$ cat config.mk
export PLATFORM = sky130hd
export DESIGN_NAME = bus_stream_fifo
export DESIGN_NICKNAME = d
export VERILOG_FILES = /design/src/rtl/bus_pkg.sv /design/src/rtl/sync_fifo.sv /design/src/rtl/bus_stream_fifo.sv
export SDC_FILE = /design/constraint.sdc
export NUM_CORES = 1
export LEC_CHECK = 0
export BUFFER_PORTS_ARGS = -buffer_cell sky130_fd_sc_hd__clkbuf_2
export CAP_MARGIN = 0
export CORE_UTILIZATION = 42
export DETAILED_ROUTE_END_ITERATION = 7
export PLACE_DENSITY = 0.62
export SETUP_SLACK_MARGIN = 0.02
export SLEW_MARGIN = 25
export SYNTH_ARGS = -nofsm -noshare
export SYNTH_HDL_FRONTEND = slang
export SYNTH_SLANG_ARGS = --single-unit
$ cat constraint.sdc
create_clock -name clk -period 5.4 [get_ports clk]
set_input_delay 1.62 -clock clk [delete_from_list [all_inputs] [get_ports clk]]
set_output_delay 1.62 -clock clk [all_outputs]
set_load 0.01 [all_outputs]
$ cat src/rtl/bus_pkg.sv
// Shared register map and bit positions for the bus-attached stream FIFO.
package bus_pkg;

  localparam logic [2:0] OFS_ID      = 3'd0;
  localparam logic [2:0] OFS_STATUS  = 3'd1;
  localparam logic [2:0] OFS_COUNT   = 3'd2;
  localparam logic [2:0] OFS_DATA    = 3'd3;
  localparam logic [2:0] OFS_CONTROL = 3'd4;
  localparam logic [2:0] OFS_PUSHCNT = 3'd5;
  localparam logic [2:0] OFS_POPCNT  = 3'd6;

  localparam logic [15:0] FIFO_ID = 16'hF1F0;

  localparam int ST_EMPTY = 0;
  localparam int ST_FULL  = 1;
  localparam int ST_OVF   = 2;
  localparam int ST_EN    = 3;

  localparam int CTL_EN        = 0;
  localparam int CTL_CLR       = 1;
  localparam int CTL_CLR_STATS = 2;

  function automatic logic [15:0] status_word(input logic empty, input logic full,
                                              input logic ovf, input logic en);
    logic [15:0] w;
    w = '0;
    w[ST_EMPTY] = empty;
    w[ST_FULL]  = full;
    w[ST_OVF]   = ovf;
    w[ST_EN]    = en;
    return w;
  endfunction

endpackage

$ cat src/rtl/sync_fifo.sv
// Single-clock FIFO core: memory, wrapping pointers and occupancy count.
// The caller only asserts push when there is room (or a pop in the same cycle) and pop when non-empty.
module sync_fifo #(
  parameter int DEPTH = 16,
  parameter int W     = 16
) (
  input  logic                       clk,
  input  logic                       rst,
  input  logic                       push,
  input  logic                       pop,
  input  logic                       clear,
  input  logic [W-1:0]               wdata,
  output logic [W-1:0]               rdata,
  output logic [$clog2(DEPTH):0]     count,
  output logic                       empty,
  output logic                       full
);
  localparam int AW = $clog2(DEPTH);

  logic [W-1:0]  mem [DEPTH];
  logic [AW-1:0] wr_ptr_reg;
  logic [AW-1:0] rd_ptr_reg;
  logic [AW:0]   count_reg;

  // Storage is not reset, so it stays mappable onto plain RAM.
  always_ff @(posedge clk) begin
    if (push && !clear) begin
      mem[wr_ptr_reg] <= wdata;
    end
  end

  always_ff @(posedge clk or posedge rst) begin
    if (rst) begin
      wr_ptr_reg <= '0;
      rd_ptr_reg <= '0;
      count_reg  <= '0;
    end else if (clear) begin
      wr_ptr_reg <= '0;
      rd_ptr_reg <= '0;
      count_reg  <= '0;
    end else begin
      if (push) wr_ptr_reg <= wr_ptr_reg + 1'b1;
      if (pop)  rd_ptr_reg <= rd_ptr_reg + 1'b1;
      case ({push, pop})
        2'b10:   count_reg <= count_reg + 1'b1;
        2'b01:   count_reg <= count_reg - 1'b1;
        default: count_reg <= count_reg;
      endcase
    end
  end

  // Head word is read straight from the array so a new head follows each pop with no bubble.
  assign rdata = mem[rd_ptr_reg];
  assign count = count_reg;
  assign empty = (count_reg == '0);
  assign full  = (count_reg == (AW+1)'(DEPTH));

endmodule

$ cat src/rtl/bus_stream_fifo.sv
// Bus slave that accepts 16-bit words from software and streams them out over valid/ready.
// Optional push/pop statistics counters are built when BUS_STREAM_FIFO_STATS_EN is defined.
module bus_stream_fifo
  import bus_pkg::*;
#(
  parameter logic [15:0] BASE  = 16'h0100,
  parameter int          DEPTH = 16
) (
  input  logic        clk,
  input  logic        rst,
  input  logic [15:0] baddr,
  input  logic [15:0] bwrdata,
  output logic [15:0] brddata,
  input  logic        bwr,
  input  logic        bstrobe,
  output logic [15:0] dout,
  output logic        dout_valid,
  input  logic        dout_ready,
  output logic        fifo_empty,
  output logic        fifo_full
);
  localparam int CW = $clog2(DEPTH) + 1;

  logic [15:0]   ofs;
  logic          hit;
  logic [2:0]    sel;
  logic          wr_strobe;
  logic          data_wr;
  logic          ctl_wr;
  logic          clear;
  logic          pop;
  logic          push_ok;
  logic [CW-1:0] count;
  logic          empty;
  logic          full;
  logic          enable_reg;
  logic          overflow_reg;
  logic [15:0]   brddata_reg;
  logic [15:0]   rd_next;
  logic [15:0]   pushcnt;
  logic [15:0]   popcnt;

  // Offset arithmetic wraps for addresses below BASE, so a single compare covers the window.
  assign ofs       = baddr - BASE;
  assign hit       = (ofs < 16'd8);
  assign sel       = ofs[2:0];
  assign wr_strobe = bstrobe & bwr & hit;
  assign data_wr   = wr_strobe & (sel == OFS_DATA);
  assign ctl_wr    = wr_strobe & (sel == OFS_CONTROL);
  assign clear     = ctl_wr & bwrdata[CTL_CLR];

  assign dout_valid = enable_reg & ~empty;
  assign pop        = dout_valid & dout_ready & ~clear;
  assign push_ok    = data_wr & (~full | pop);

  sync_fifo #(
    .DEPTH (DEPTH),
    .W     (16)
  ) u_fifo (
    .clk   (clk),
    .rst   (rst),
    .push  (push_ok),
    .pop   (pop),
    .clear (clear),
    .wdata (bwrdata),
    .rdata (dout),
    .count (count),
    .empty (empty),
    .full  (full)
  );

  always_ff @(posedge clk or posedge rst) begin
    if (rst) begin
      enable_reg   <= 1'b0;
      overflow_reg <= 1'b0;
    end else begin
      if (ctl_wr) enable_reg <= bwrdata[CTL_EN];
      if (clear) begin
        overflow_reg <= 1'b0;
      end else if (data_wr && !push_ok) begin
        overflow_reg <= 1'b1;
      end
    end
  end

`ifdef BUS_STREAM_FIFO_STATS_EN
  logic [15:0] pushcnt_reg;
  logic [15:0] popcnt_reg;
  logic        clr_stats;

  assign clr_stats = ctl_wr & bwrdata[CTL_CLR_STATS];

  always_ff @(posedge clk or posedge rst) begin
    if (rst) begin
      pushcnt_reg <= '0;
      popcnt_reg  <= '0;
    end else if (clr_stats) begin
      pushcnt_reg <= '0;
      popcnt_reg  <= '0;
    end else begin
      if (push_ok) pushcnt_reg <= pushcnt_reg + 16'd1;
      if (pop)     popcnt_reg  <= popcnt_reg + 16'd1;
    end
  end

  assign pushcnt = pushcnt_reg;
  assign popcnt  = popcnt_reg;
`else
  assign pushcnt = 16'd0;
  assign popcnt  = 16'd0;
`endif

  always_comb begin
    rd_next = 16'd0;
    if (hit) begin
      case (sel)
        OFS_ID:      rd_next = FIFO_ID;
        OFS_STATUS:  rd_next = status_word(empty, full, overflow_reg, enable_reg);
        OFS_COUNT:   rd_next = 16'(count);
        OFS_CONTROL: rd_next = {15'd0, enable_reg};
        OFS_PUSHCNT: rd_next = pushcnt;
        OFS_POPCNT:  rd_next = popcnt;
        default:     rd_next = 16'd0;
      endcase
    end
  end

  // Read data is registered every cycle from the address alone; reads have no side effects.
  always_ff @(posedge clk or posedge rst) begin
    if (rst) begin
      brddata_reg <= 16'd0;
    end else begin
      brddata_reg <= rd_next;
    end
  end

  assign brddata    = brddata_reg;
  assign fifo_empty = empty;
  assign fifo_full  = full;

endmodule

* Word level (Yosys, flattened, before mapping)
Memories as Yosys holds them, arrays and structs flattened. Cells that the tools add are included.
Operators by class: add/subtract/negate cells 5, order comparisons 1, equality and inequality tests 7, mux-type cells 12, bitwise gates (word level) 13, reductions and logical operators 10
Operators with widths (number):
- case mux 16 bit (4 select lines) | 1
- < comparator 16 x 4 -> 1 bit, second input constant | 1
- two-way mux 16 bit | 1
- two-way mux 4 bit | 4
- subtractor 16 x 9 -> 16 bit, second input constant | 1
- case mux 5 bit (2 select lines) | 1
- AND 1 bit | 9
- adder 4 x 1 -> 4 bit, second input constant | 2
- equality test 3 x 2 -> 1 bit, second input constant | 2
- nonzero test 2 bit | 3
- adder 5 x 1 -> 5 bit, second input constant | 1
- equality test 5 bit, second input constant | 1
- zero test 5 bit | 1
- two-way mux 5 bit | 1
- subtractor 5 x 1 -> 5 bit, second input constant | 1
- two-way mux 1 bit | 4
- equality test 3 x 1 -> 1 bit, second input constant | 1
- equality test 3 bit, second input constant | 1
- zero test 3 bit | 1
- inverter 1 bit | 3
- nonzero test 3 bit | 1
- equality test 2 x 1 -> 1 bit, second input constant | 1
- equality test 2 bit, second input constant | 1
- logical AND 1 bit | 2
- 2 further kinds | 3
Word-level totals: register bits 31, memory bits (writable) 256, input bits 37, output and inout bits 35, memories 1
Memory list:
- u_fifo.mem | depth 16, bits a word 16, read ports 1, clocked after memory_dff 0, wr ports 1, line sync_fifo.sv:20 | logic [W-1:0] mem [DEPTH];

* Logic depth before layout (Yosys ltp)
Gate-level depths: netlist of the first run.
depth after elaboration 13, depth in mapped cells 12, mapped depth without buffers 11

* By module
A second synthesis of the first run with hierarchy kept.
Unflattened totals: cells, all modules 564, area total of the unflattened synthesis 11039.3 µm²
Modules (own cells, without submodules):
- sync_fifo | instances 1, cells an instance 505, area each 10471.3 µm², seq. area each 8012.7 µm²
- bus_stream_fifo | instances 1, cells an instance 59, area each 568.0 µm², seq. area each 200.2 µm²

* Least setup slack after synthesis of the first run
No wires, ideal clock.
path kind input port to flip-flop, start input baddr[15], end memory u_fifo.mem[15][0] (enable), arrival time 4.384 ns, slack 0.585 ns, cell stages on the path 6, path buffers 2, path through nor4_4 nand4_2 or3_1 buf_4 buf_2 nor4_1
Between the ends: word-level cells in the longest chain between the ends 12, elaborated cells on any way between the ends 14, those cells by class add/sub (1); order compare (1); mux (2); bitwise (8); reduce/logical (2)
RTL lines:
- from (decl) | line bus_stream_fifo.sv:11 | input logic [15:0] baddr,
- subtractor 16 x 9 -> 16 bit * | line bus_stream_fifo.sv:44 | assign ofs = baddr - BASE;
- < comparator 16 x 4 -> 1 bit * | line bus_stream_fifo.sv:45 | assign hit = (ofs < 16'd8);
- AND 1 bit * | line bus_stream_fifo.sv:47 | assign wr_strobe = bstrobe & bwr & hit;
- AND 1 bit | line bus_stream_fifo.sv:49 | assign ctl_wr = wr_strobe & (sel == OFS_CONTROL);
- AND 1 bit | line bus_stream_fifo.sv:50 | assign clear = ctl_wr & bwrdata[CTL_CLR];
- inverter 1 bit | line bus_stream_fifo.sv:53 | assign pop = dout_valid & dout_ready & ~clear;
- AND 1 bit | line bus_stream_fifo.sv:53
- OR 1 bit | line bus_stream_fifo.sv:54 | assign push_ok = data_wr & (~full | pop);
- AND 1 bit | line bus_stream_fifo.sv:54
- logical AND 1 bit * | line sync_fifo.sv:27 | if (push && !clear) begin
- two-way mux 1 bit * | line sync_fifo.sv:27
- two-way mux 1 bit (not written as such) * | line sync_fifo.sv:28 | mem[wr_ptr_reg] <= wdata;
- to (decl) | line sync_fifo.sv:20
Every way passes the cells marked *; elsewhere a longest branch is shown, timed or not.

* Worst setup path after layout of the first run
start register u_fifo.rd_ptr_reg[0], end output dout[9]
Between the ends: word-level cells in the longest chain between the ends 1
RTL lines:
- from (decl) | line sync_fifo.sv:22 | logic [AW-1:0] rd_ptr_reg;
- from (signal assigned) | line sync_fifo.sv:43 | if (pop) rd_ptr_reg <= rd_ptr_reg + 1'b1;
- memory read (16 x 16 bit)
- to (decl) | line bus_stream_fifo.sv:16 | output logic [15:0] dout,
Every way passes these cells.

==> impl_metrics.yaml, run 1 <==
layout:
  nFillCells: 2127
  final_cell_mix: "edfxtp_1 (256), clkbuf_2 (68), mux4_2 (64), clkbuf_16 (29), a21oi_1 (26)"
  layout_commonest_cell: "edfxtp_1"
  area_growth_pct: 16.3
  largest_reg_flops: 256
  drive_gt1_frac: 0.325
  multi_input_area_sq_um: 2870
  nets: 719
  register_area_sq_um: 8220
  finalNonFillerCells: 1028
  n_antenna_cell: 0
drt:
  avgViaCountPerCell: 5.59
  drt-pass1-iter-count: 6
  ant_nets: 0
  drt-total-wl_um: 23000
  drc: 8
  vias: 5748
  routedWlPerCell_um: 22.3
  drt-initial-drc-count: 463
setup_path:
  regToRegSetupSlack_ns: 2.33
  crit_chain: "buf_12 -> buf_4 -> mux4_2 -> mux2i_1 -> a21oi_1 -> clkbuf_2"
  cp_slowest_cell: "dfrtp_4"
  critPathRequiredTime_ns: 3.78
  crit_arrival_ns: 2.93
  reg2regPathDepth: 6
  reg2reg_to: "u_fifo.mem[11][10]"
  setup.worst_path.end_class: "output pin"
  crit_fanout: 32
  cp_slowest_stage_delay_ns: 0.85
  crit_type: "reg -> out"
  rr_startpoint: "u_fifo.count[3]"
  start_kind: "register"
cts:
  worstSkewPairLatency_ns: 0.52
  cts_buffers: 29
  holdBufCountCts: 0
  ctsResizeCount: 0
  cts_tree: "built"
  clockBufferDepth: 3
  postCtsSetupRepairBufs: 0
  htree_levels: 1
  cts_sinks: 277
  root_buffer: "clkbuf_16"
  clk_pin_slew_ns: 0.06
grt:
  grt_max_degree: 39
  grt_pass1_wl_um: 35700
  grt_overflow_total: 0
  track_usage: 0.172
  grt_antenna_before_repair: 0
  grt_pass1_vias: 6095
timing:
  worst_pin_slew_ns: 0.980
  rsz0062_at_grt: "false"
  fin_skew_ns: 0.00956
  setup_tns_ns: 0
  max_freq_ghz: 0.220
  maxSlewHeadroom: 0.341
  slew_viol_final: 0
  hold_ws_ns: 0.532
  hold_violations: 0
  final-setup-viol-count: 0
  fin_crit_ns: 4.55
  period_share: 0.843
min_path:
  hp-class: "reg -> reg"
  hold_path_startpoint: "overflow_reg"
  worstHoldEndpoint: "overflow_reg"
  hold_depth: 2
yosys:
  syn_area_sq_um: 11200
  synthTopCellsByArea: "edfxtp_1 (68%), mux4_2 (13%), dfrtp_1 (4.7%)"
  synth_mux_area_frac: 0.146
  synth_edf_count: 256
  synth-simple-area-share: 0.0505
  synth-compound-area-share: 0.0347
  synth.avg_cell_area_sq_um: 19.2
  synth_cells: 586
  yosysTopAreaCellShare: 0.684
  async_flop_share: 0.0758
  synth_top_family_by_area: "multiplexers"
  synth_top_area_cell: "edfxtp_1"
  synth_xor_area_frac: 0.00389
  yosysSeqAreaShare: 0.730
  ys_seq_elements: 277
  yosysWarnings: 0
  synth_adder_area_share: 0.0107
  ys_types: 47
  synthFlopType: "edfxtp_1"
pwr:
  p_leak_uw: 0.00428
  powerDensity_nw_per_um2: 335
  ir_worst_vdd_uv: 200
placed_design:
  io_buffers: 68
  dpl.hpwl_um: 13800
  placed_cells: 977
  gp_congestion: 0.815
die:
  core_area_sq_um: 26100
  io_pins: 72
  die_h_um: 166
  rows: 59
  die-area_sq_um: 27400
  start_util: 0.430
  fp.dieW_um: 166
outcome:
  outcome: "complete, but fails checks"
  violations: "design-rule violations"
run:
  cap_viol_max_count: 0
## layer usage
metal	GRT usage	share of wire	wire (um)
met5	0	0	0
met4	0.0508	0.022	498
met3	0.0260	0.047	1080
met2	0.291	0.50	11400
met1	0.230	0.43	9930
## cell usage after synthesis (3+ instances only)
| cell | n |
|---|---|
| a211oi_1 | 17 |
| a21o_1 | 3 |
| a21oi_1 | 26 |
| a22oi_1 | 4 |
| buf_1 | 3 |
| buf_2 | 10 |
| buf_4 | 11 |
| clkbuf_1 | 13 |
| dfrtp_1 | 21 |
| edfxtp_1 | 256 |
| ha_1 | 8 |
| inv_1 | 15 |
| mux2i_1 | 19 |
| mux4_2 | 64 |
| nand2_1 | 13 |
| nand3_1 | 4 |
| nand3b_1 | 3 |
| nor2_1 | 17 |
| nor2b_1 | 19 |
| nor3_1 | 4 |
| nor4_1 | 14 |
| o21ai_0 | 6 |
| or3_1 | 3 |
| or4_1 | 4 |
| xnor2_1 | 3 |
## worst max-delay path: cells and delay by family, from the launching register on
kind            cells  cell delay (ns)
compound gates      1             0.09
mux                 2             0.69
buf+inv             3             0.75
flops               1             0.85
## cells by family (layout without fill, tap and decap cells)
logic type               count (synthesis)  after routing
multiplexers                            84             84
adder cells (fa/ha/maj)                  9              9
other                                    1              3
flip-flops                             277            277
buffers and inverters                   54            159
AND/OR/NAND/NOR                         94             94
AO/OA/AOI/OAI                           62             62
XOR/XNOR                                 5              5
## how the worst max path moves through the flow
| stage | slack [ns] | endpoint | from |
|---|---|---|---|
| after floorplan | 0.59 | u_fifo.mem[15][0] | baddr[15] |
| after global placement | 1.01 | u_fifo.mem[0][9] | baddr[15] |
| after detailed placement | 0.84 | u_fifo.mem[0][9] | baddr[9] |
| after CTS | 0.73 | dout[9] | u_fifo.rd_ptr_reg[0] |
| after global routing | 0.60 | dout[5] | u_fifo.rd_ptr_reg[0] |
| final | 0.85 | dout[9] | u_fifo.rd_ptr_reg[0] |
## per-stage QoR
step	total power (uW)	area, sq um	utilization	worst slack (ns)
3_3_place_gp	2440	12100	0.464	1.01
2_1_floorplan	2400	11300	-	0.585
5_1_grt	4510	13100	0.500	0.602
3_5_place_dp	2440	12100	0.464	0.838
4_1_cts	4420	13100	0.500	0.727
6_report	4380	13100	0.500	0.846
## cell type report
class	instances	area share
inverters	16	0.00459
multi-input cells	257	0.219
clock inverters	17	0.0161
well taps	335	0.0320
repair buffers	92	0.0427
flip-flops and latches	277	0.628
clock buffers	34	0.0569
## power by group
group	internal, uW	switching [uW]
clock	1220	768
combinational	12.8	40.8
sequential	2340	0.0112
No activity file was read; power rests on OpenSTA's default activity.
==> inputs of run 2 (changes only) <==
- ABC_AREA: unset -> 1
- PLACE_DENSITY: 0.62 -> 0.64
- clock period: 5.4 -> 3.87 ns (I/O delays scaled with it)
==> impl_metrics.yaml, run 2 <==
yosys:
  synth_commonest_cells: "edfxtp_1 (256), nor2_1 (185), o21ai_0 (153)"
  ys_types: 40
  synth.avg_cell_area_sq_um: 12.4
  synthTopCellsByArea: "edfxtp_1 (67%), o21ai_0 (6.7%), nor2_1 (6.1%)"
  yosysWarnings: 0
  async_flop_share: 0.0758
  synth_edf_count: 256
  synth_cells: 918
  yosys.cell_count.top_type: "edfxtp_1"
  synthFlopType: "edfxtp_1"
  synth_top_area_cell: "edfxtp_1"
  yosysSeqAreaShare: 0.720
  syn_area_sq_um: 11400
  ys_seq_elements: 277
  yosysTopAreaCellShare: 0.674
setup_path:
  crit_chain: "buf_16 -> o21ai_0 -> o22ai_1 -> o21ai_1 -> o22ai_1 -> clkbuf_2"
  crit_fanout: 114
  critPathRequiredTime_ns: 2.71
  critPathMostFrequentCell: "o22ai_1"
  cp_slowest_stage_delay_ns: 0.59
  cp_slowest_cell: "dfrtp_4"
  setup.worst_path.end_class: "output pin"
  start_kind: "register"
  crit_type: "reg -> out"
  crit_arrival_ns: 2.64
die:
  fp.dieW_um: 167
  die-area_sq_um: 27800
  die_h_um: 167
  core_area_sq_um: 26400
  rows: 59
  io_pins: 72
  start_util: 0.433
drt:
  drt-initial-drc-count: 722
  routedWlPerCell_um: 20.6
  drt-pass1-iter-count: 5
  drt-total-wl_um: 27800
  avgViaCountPerCell: 5.56
  vias: 7483
  ant_nets: 0
  drc: 0
min_path:
  hp-class: "reg -> reg"
timing:
  final-setup-viol-count: 0
  rsz0062_at_grt: "false"
  hold_violations: 0
  fin_skew_ns: 0.0225
  fin_crit_ns: 3.80
  slew_viol_final: 0
  period_share: 0.983
  max_freq_ghz: 0.263
  setup_tns_ns: 0
  worst_pin_slew_ns: 0.813
  maxSlewHeadroom: 0.458
cts:
  worstSkewPairLatency_ns: 0.55
  holdBufCountCts: 0
  clockBufferDepth: 3
  clk_pin_slew_ns: 0.06
  root_buffer: "clkbuf_16"
  cts_tree: "built"
  cts_buffers: 29
  htree_levels: 1
  cts_sinks: 277
run:
  cap_viol_max_count: 0
pwr:
  p_leak_uw: 0.00467
  ir_worst_vdd_uv: 338
  finalPower_uw: 5780
  powerDensity_nw_per_um2: 438
outcome:
  outcome: "finished clean"
grt:
  track_usage: 0.199
  grt_pass1_wl_um: 42000
  grt_antenna_before_repair: 2
  grt_pass1_vias: 7132
  grt_max_degree: 115
  grt_overflow_total: 0
layout:
  largest_reg_flops: 256
  nets: 1039
  layout_commonest_cell: "edfxtp_1"
  drive_gt1_frac: 0.181
  area_growth_pct: 15.6
  final_cell_mix: "edfxtp_1 (256), nor2_1 (173), o21ai_0 (153), o22ai_1 (77), clkbuf_2 (68)"
placed_design:
  dpl.hpwl_um: 16300
  io_buffers: 68
  gp_congestion: 0.789
-- run 2: cell count changes after synthesis, moves of 7 or more --
cell      before  now
clkbuf_1      13   33
nor4_1        14    1
mux4_2        64    0
inv_2          0    7
a211oi_1      17    1
mux2i_1       19    0
nor2b_1       19    0
o22ai_1        0   77
nor2_1        17  185
inv_1         15   25
a21oi_1       26   12
nand2_1       13   49
o21ai_0        6  153
nand3_1        4   18
-- run 2: cell type report --
cell class / instances / area (sq um)
Inverter: 33 / 130
Antenna cell: 1 / 2.50
Clock inverter: 14 / 77.6
Multi-Input combinational cell: 549 / 2830
Timing Repair Buffer: 103 / 761
Sequential cell: 277 / 8220
Fill cell: 2254 / 13200
Clock buffer: 34 / 744
Tap cell: 335 / 419
-- run 2: layer usage --
layer	GRT usage	wire, um	vias to the layer above
li1	-	-	3497
met5	0	13	-
met4	0.0588	607	2
met2	0.332	13400	247
met3	0.0345	1670	41
met1	0.268	12100	3696
-- run 2: kinds of logic after synthesis --
family,synth area share
flops,0.720
simple gates,0.104
compound gates,0.125
buf+inv,0.0370
fa+ha+maj,0.0105
xor+xnor,0.00230
other cells,0.000329
mux,0.000987
-- run 2: path summary, 6_finish.rpt --
check                           depth (start not counted)            startpoint  slack (ns)                    to
worst max-delay path                                    6  u_fifo.rd_ptr_reg[0]        0.07              dout[11]
worst min-delay path                                    1          overflow_reg        0.51          overflow_reg
worst max register to register                         18       u_fifo.count[3]        1.36       u_fifo.count[4]
worst min register to register                          1          overflow_reg        0.51          overflow_reg
max in group asynchronous                               2                   rst        2.53  u_fifo.rd_ptr_reg[0]
min in group asynchronous                               2                   rst        0.74           brddata[14]
-- run 2: metrics by stage --
stage	hold slack [ns]	instance area [sq um]	utilization	worst slack, ns	cells
after detailed placement	0.510	12400	0.469	0.461	1297
final	0.511	13200	0.500	0.0674	1346
after global routing	0.531	13200	0.500	0.0227	1345
after global placement	0.512	12400	0.469	0.531	1297
after floorplan	0.464	11400	-	0.375	920
after CTS	0.523	13200	0.500	0.0996	1345
-- run 2: power by group --
group	switching, uW	internal, uW
Combinational	56.7	16.5
Sequential	0.0274	3270
Clock	1080	1360
-- run 2: what timing repair did --
item,CTS,global route
gates resized for setup,0,1
buffers inserted,0,0
setup endpoints to repair,0,3
-- run 2: critical path, delay by kind of cell, from the launching register on --
kind	cells	cell delay, ns
DFF	1	0.59
AOI/OAI and AO/OA	4	0.81
buffers and inverters	2	0.58
